## src/rtl/main_decoder_pkg.sv

```systemverilog
// Shared RV32I main-decoder constants: opcodes, control-field encodings, control bundle.
// No latency or flow control; constants and pure functions only.
package main_decoder_pkg;

  localparam logic [6:0] OP_LOAD   = 7'b0000011;
  localparam logic [6:0] OP_STORE  = 7'b0100011;
  localparam logic [6:0] OP_RTYPE  = 7'b0110011;
  localparam logic [6:0] OP_BRANCH = 7'b1100011;
  localparam logic [6:0] OP_ITYPE  = 7'b0010011;
  localparam logic [6:0] OP_JAL    = 7'b1101111;

  localparam logic [1:0] IMM_I = 2'b00;
  localparam logic [1:0] IMM_S = 2'b01;
  localparam logic [1:0] IMM_B = 2'b10;
  localparam logic [1:0] IMM_J = 2'b11;

  localparam logic [1:0] ALUSRC_REG = 2'b00;
  localparam logic [1:0] ALUSRC_IMM = 2'b01;

  localparam logic [1:0] RES_ALU = 2'b00;
  localparam logic [1:0] RES_MEM = 2'b01;
  localparam logic [1:0] RES_PC4 = 2'b10;

  localparam logic [1:0] ALUOP_ADD   = 2'b00;
  localparam logic [1:0] ALUOP_SUB   = 2'b01;
  localparam logic [1:0] ALUOP_FUNCT = 2'b10;

  typedef struct packed {
    logic       reg_write;
    logic [1:0] imm_src;
    logic [1:0] alu_src;
    logic       mem_write;
    logic [1:0] result_src;
    logic       branch;
    logic [1:0] alu_op;
    logic       jump;
  } ctrl_t;

  function automatic logic op_supported(input logic [6:0] op);
    case (op)
      OP_LOAD, OP_STORE, OP_RTYPE, OP_BRANCH, OP_ITYPE, OP_JAL: op_supported = 1'b1;
      default:                                                  op_supported = 1'b0;
    endcase
  endfunction

endpackage

```

## src/rtl/main_decoder.sv

```systemverilog
// RV32I main decoder: opcode -> datapath control, plus sticky unsupported-opcode flag.
// Decode is combinational (0 cycles); illegal_op updates on the next clk edge.
// No backpressure: op is consumed every cycle.
module main_decoder
  import main_decoder_pkg::*;
(
  input  logic       clk,
  input  logic       rst,
  input  logic [6:0] op,
  output logic       RegWrite,
  output logic [1:0] ImmSrc,
  output logic [1:0] ALUSrc,
  output logic       MemWrite,
  output logic [1:0] ResultSrc,
  output logic       branch,
  output logic [1:0] ALUOp,
  output logic       jump,
  output logic       illegal_op
);

  ctrl_t ctrl;

  always_comb begin
    ctrl = '0;
    // Reset masks decode so nothing writes state while the core is held.
    if (!rst) begin
      case (op)
        OP_LOAD: begin
          ctrl.reg_write  = 1'b1;
          ctrl.imm_src    = IMM_I;
          ctrl.alu_src    = ALUSRC_IMM;
          ctrl.result_src = RES_MEM;
          ctrl.alu_op     = ALUOP_ADD;
        end
        OP_STORE: begin
          ctrl.imm_src    = IMM_S;
          ctrl.alu_src    = ALUSRC_IMM;
          ctrl.mem_write  = 1'b1;
          ctrl.result_src = RES_ALU;
          ctrl.alu_op     = ALUOP_ADD;
        end
        OP_RTYPE: begin
          ctrl.reg_write  = 1'b1;
          ctrl.alu_src    = ALUSRC_REG;
          ctrl.result_src = RES_ALU;
          ctrl.alu_op     = ALUOP_FUNCT;
        end
        OP_BRANCH: begin
          ctrl.imm_src    = IMM_B;
          ctrl.alu_src    = ALUSRC_REG;
          ctrl.branch     = 1'b1;
          ctrl.alu_op     = ALUOP_SUB;
        end
        OP_ITYPE: begin
          ctrl.reg_write  = 1'b1;
          ctrl.imm_src    = IMM_I;
          ctrl.alu_src    = ALUSRC_IMM;
          ctrl.result_src = RES_ALU;
          ctrl.alu_op     = ALUOP_FUNCT;
        end
        OP_JAL: begin
          ctrl.reg_write  = 1'b1;
          ctrl.imm_src    = IMM_J;
          ctrl.alu_src    = ALUSRC_REG;
          ctrl.result_src = RES_PC4;
          ctrl.alu_op     = ALUOP_ADD;
          ctrl.jump       = 1'b1;
        end
        default: ctrl = '0;
      endcase
    end
  end

  assign RegWrite  = ctrl.reg_write;
  assign ImmSrc    = ctrl.imm_src;
  assign ALUSrc    = ctrl.alu_src;
  assign MemWrite  = ctrl.mem_write;
  assign ResultSrc = ctrl.result_src;
  assign branch    = ctrl.branch;
  assign ALUOp     = ctrl.alu_op;
  assign jump      = ctrl.jump;

  always_ff @(posedge clk) begin
    if (rst) begin
      illegal_op <= 1'b0;
    end else if (!op_supported(op)) begin
      illegal_op <= 1'b1;
    end
  end

endmodule

```

## config.mk

```make
export PLATFORM = sky130hd
export DESIGN_NAME = main_decoder
export DESIGN_NICKNAME = d
export VERILOG_FILES = /design/src/rtl/main_decoder_pkg.sv /design/src/rtl/main_decoder.sv
export SDC_FILE = /design/constraint.sdc
export NUM_CORES = 1
export LEC_CHECK = 0
export BUFFER_PORTS_ARGS = -buffer_cell sky130_fd_sc_hd__buf_2
export CELL_PAD_IN_SITES_DETAIL_PLACEMENT = 1
export CELL_PAD_IN_SITES_GLOBAL_PLACEMENT = 1
export CORE_AREA = 5 5 42 44
export DETAILED_ROUTE_END_ITERATION = 10
export DIE_AREA = 0 0 47 49
export PLACE_DENSITY = 0.66
export SLEW_MARGIN = 20
export SYNTH_ARGS = -nofsm -noshare
export SYNTH_HDL_FRONTEND = slang
export SYNTH_SLANG_ARGS = --single-unit
```

## constraint.sdc

```tcl
create_clock -name clk -period 2.6 [get_ports clk]
set_clock_uncertainty 0.1 [all_clocks]
set_input_delay 0 -clock clk [delete_from_list [all_inputs] [get_ports clk]]
set_output_delay 0 -clock clk [all_outputs]
set_load 0.05 [all_outputs]
```

# Yosys cells after proc, flatten, opt, wreduce, memory -nomap -nowiden
# Cells that the tools add are included.
# word_totals
regBits	1
latchBits	0
ramBits	0
mem_bits_ro	0
out_inout_bits	13
elab_cells	22
mem_count	0
# classes
n_addsub	0
multipliers	0
div	0
n_lt_le_gt_ge	0
n_eq_ne	6
shift	0
muxes	11
bitwise	0
n_reduce_logical	4
# op_table
operator	n
== test 7 x 6 -> 1 bit, second input constant	2
== test 7 bit, second input constant	2
2-to-1 mux 12 bit	1
case mux 2 bit (2 select lines)	2
== test 7 x 2 -> 1 bit, second input constant	1
== test 7 x 5 -> 1 bit, second input constant	1
2-to-1 mux 1 bit	7
case mux 2 bit (3 select lines)	1
OR reduction 6 bit	1
OR reduction 4 bit	1
OR reduction 3 bit	1
OR reduction 2 bit	1

# Logic depth before layout (Yosys ltp)
# logic_depth
depth_word	4
mapped_depth	4
mapped_depth_nobuf	3

# Worst setup path after synthesis
# Ideal clock, no wire load.
# synth_path
kind	input to output
from	input port rst
to	output port ResultSrc[1]
t_arrival_ns	1.613
t_required_ns	2.500
slack_ns	0.887
stages	4
n_path_buf	1
path_cell_list	nand3b_1 -> or3_1 -> nor2_1 -> buf_4
# synth_via
elab_chain_cells	1
# synth_rtl
element	line	text
start: declaration	main_decoder.sv:8	input logic rst,
2-to-1 mux 12 bit	main_decoder.sv:26	if (!rst) begin
end: declaration	main_decoder.sv:14	output logic [1:0] ResultSrc,
# No other way between the ends.

# Final worst setup path
# layout_path
from	input port rst
to	output port branch
# layout_via
elab_chain_cells	1
# layout_rtl
element	line	text
2-to-1 mux 12 bit	main_decoder.sv:26	
end: declaration	main_decoder.sv:15	output logic branch,
# No other way between the ends.

==> impl_table.tex <==
\begin{tabular}{lr}
\hline
Metric & Value \\
\hline
\multicolumn{2}{l}{\textbf{Status}} \\
Status & complete, no violations \\
\multicolumn{2}{l}{\textbf{STA}} \\
Final min period & approximately 1.2 ns \\
Final Hold Violating Endpoints & 0 \\
Post-route fraction of the period consumed by the critical path & roughly half \\
Max Clock Freq & 800 MHz \\
Slack of the critical path & roughly 1.4 ns \\
Setup repair after global routing missed its margin & false \\
Max Transition Viols Final & 0 \\
Final count of negative-setup-slack endpoints & 0 \\
Final Hold Slack & roughly 0.07 ns \\
Final total negative setup slack & 0 ns \\
\multicolumn{2}{l}{\textbf{CTS}} \\
Clock latency on the worst-skew pair & 0 ns \\
Post-CTS setup buffer count & 0 \\
Hold bufs inserted after CTS & 0 \\
Resized Gates After CTS & 0 \\
Register clock-pin slew on the reported worst setup and hold paths & 0 ns \\
\multicolumn{2}{l}{\textbf{Global route}} \\
Grt peak-use layer & met2 \\
Global-route usage over all layers & between 5 and 6\% \\
Vias in the first global route & about 260 \\
Pin count of the biggest net entering global routing & 7 \\
Number of antenna violations at the first check in global routing & 0 \\
First-pass GRT wire length & approximately 980 um \\
Met3 capacity usage during global routing & 0\% \\
Met2 track demand over resource in global routing & under 10\% \\
GRT met1 Usage & slightly above 6\% \\
Leftover overflow at the end of global routing & 0 \\
\multicolumn{2}{l}{\textbf{Cells and area}} \\
Final instance count without filler cells & 63 \\
Register with the highest flop count & illegal\_op \\
Filler instances & between 150 and 200 \\
Top Registers & illegal\_op (1) \\
Max reg flops & 1 \\
Ant. Diodes & 0 \\
Layout cells sized above 1 & 57.4\% \\
Layout Nets & 58 \\
Layout overhead on the synthesized area & 48.1\% \\
Final cell area excluding filler cells & roughly 300 um2 \\
\multicolumn{2}{l}{\textbf{Synth}} \\
Number of nets in the synthesized netlist & 39 \\
Netlist cell types & 18 \\
FF+latch count, synth & 1 \\
Total standard cell area after synthesis & 203 um2 \\
Post-synthesis area per instance & 6.76 um2 \\
Post-synthesis sequential area ratio & under 10\% \\
Synth warnings & 0 \\
Instance count of the mapped netlist & 30 \\
\multicolumn{2}{l}{\textbf{Die}} \\
Core Region & between 1000 and 1500 um2 \\
Horiz. Die Dim & around 47 um \\
IO Count & 22 \\
Floorplan row count & 14 \\
Overall die area & about 2300 um2 \\
DIE HEIGHT & 49 um \\
Starting Density & 14.5\% \\
\multicolumn{2}{l}{\textbf{Setup path}} \\
Crit Path Max Fanout & 4 \\
Critical path arrival & 1.15 ns \\
WP data required & $\sim$2.5 ns \\
Type of the setup path with the least slack & input port to output pin \\
Slack of the worst reg-to-reg path & approximately 1.8 ns \\
Kind of end point of the critical path & output pin \\
Critical Path Source Type & input port \\
\multicolumn{2}{l}{\textbf{Power and ir drop}} \\
Leak pwr & 0.164 nW \\
Power density of the placed cells & 166 nW/um2 \\
Worst-case vdd ir drop & about 0.069 mV \\
\multicolumn{2}{l}{\textbf{Route}} \\
Via density & 3.95 \\
DRC violation total after the first TritonRoute iteration & 0 \\
Final Routed Wirelength & 614 um \\
Number of iterations in the first detailed-routing pass & 1 \\
Post-route DRC violation count & 0 \\
Residual antenna-violating net count after detailed routing & 0 \\
Via count & 249 \\
Wirelength per Cell & just under 10 um \\
\multicolumn{2}{l}{\textbf{Placement}} \\
Final GP Congestion & 0.683 \\
Buffers added on ports & 20 \\
Detailed-placement wirelength estimate & about 570 um \\
Number of placed cells counting well taps & 63 \\
Dpl cell area & $\sim$300 um2 \\
Setup slack after placement & about 1.3 ns \\
\multicolumn{2}{l}{\textbf{Min path}} \\
Kind of path behind the tightest hold check & input port to flop \\
\multicolumn{2}{l}{\textbf{Flow run}} \\
Reported max-cap violation count & 0 \\
\hline
\end{tabular}
[routing by layer]
metal | wire length (um) | up-vias | share of wire, %
met3 | 22 | 0 | 3.6
li1 | - | 132 | -
met1 | 265 | 109 | 43
met2 | 327 | 8 | 53
met4 | 0 | 0 | 0
met5 | 0 | - | 0
[cells by family after synthesis]
kind of cell / Yosys count / synth area share [%]
buffers and inverters: 5 / 14.8
DFF: 1 / 9.88
other: 1 / 1.85
and+or+nand+nor: 17 / 54.3
AOI/OAI and AO/OA: 6 / 19.1
[power by group]
group	internal [W]	switching (W)	leakage, nW
Combinational	0.0000112	0.0000217	0.155
Clock	0	0	0
Sequential	0.0000166	0.000000427	0.00844
Total	0.0000278	0.0000221	0.164
[synthesized netlist by cell type, drive strengths merged]
master | n | share of area [%]
nand3 | 1 | 2.5
inv | 2 | 3.7
or3 | 3 | 12
conb | 1 | 1.9
nand3b | 1 | 3.7
nor2 | 4 | 7.4
or2 | 2 | 7.4
nand2b | 2 | 11
nand2 | 3 | 5.6
a211oi | 2 | 7.4
buf | 3 | 11
a21oi | 4 | 12
nor3 | 1 | 4.9
dfxtp | 1 | 9.9
[layout make-up]
cell class,count,area [um2],share of cell area [%]
Tap cell,16,20.0,6.67
Inverter,2,7.51,2.50
Sequential cell,1,20.0,6.67
Timing Repair Buffer,20,100,33.3
Multi-Input combinational cell,24,153,50.8
[cells in the final DEF (no fill, tap or decap)]
cell / instances
sky130_fd_sc_hd__a211oi_1: 2
sky130_fd_sc_hd__a21oi_1: 3
sky130_fd_sc_hd__a21oi_2: 1
sky130_fd_sc_hd__buf_2: 20
sky130_fd_sc_hd__conb_1: 1
sky130_fd_sc_hd__dfxtp_1: 1
sky130_fd_sc_hd__inv_1: 2
sky130_fd_sc_hd__nand2_1: 3
sky130_fd_sc_hd__nand2b_2: 1
sky130_fd_sc_hd__nand2b_4: 1
sky130_fd_sc_hd__nand3_1: 1
sky130_fd_sc_hd__nand3b_1: 1
sky130_fd_sc_hd__nor2_1: 4
sky130_fd_sc_hd__nor3_2: 1
sky130_fd_sc_hd__or2_2: 1
sky130_fd_sc_hd__or2_4: 1
sky130_fd_sc_hd__or3_1: 2
sky130_fd_sc_hd__or3_4: 1
[critical path, cell delays in order]
cell and delay (ns):
sky130_fd_sc_hd__buf_2 0.10, sky130_fd_sc_hd__nand3b_1 0.21, sky130_fd_sc_hd__or3_1 0.42, sky130_fd_sc_hd__nor2_1 0.14
sky130_fd_sc_hd__buf_2 0.28
[metrics by stage]
step	power (W)	utilization, %
2_1_floorplan	0.0000382	-
3_5_place_dp	0.0000504	21.4
4_1_cts	0.0000504	21.4
6_report	0.0000499	21.4
5_1_grt	0.0000529	21.4
3_3_place_gp	0.0000499	21.4
[final timing paths]
path / startpoint / end / depth (start not counted)
min reg2reg: illegal_op / illegal_op / 2
max: rst / branch / 5
max reg2reg: illegal_op / illegal_op / 2
min: rst / illegal_op / 2
Note: power is estimated with default switching activity, not from simulation.
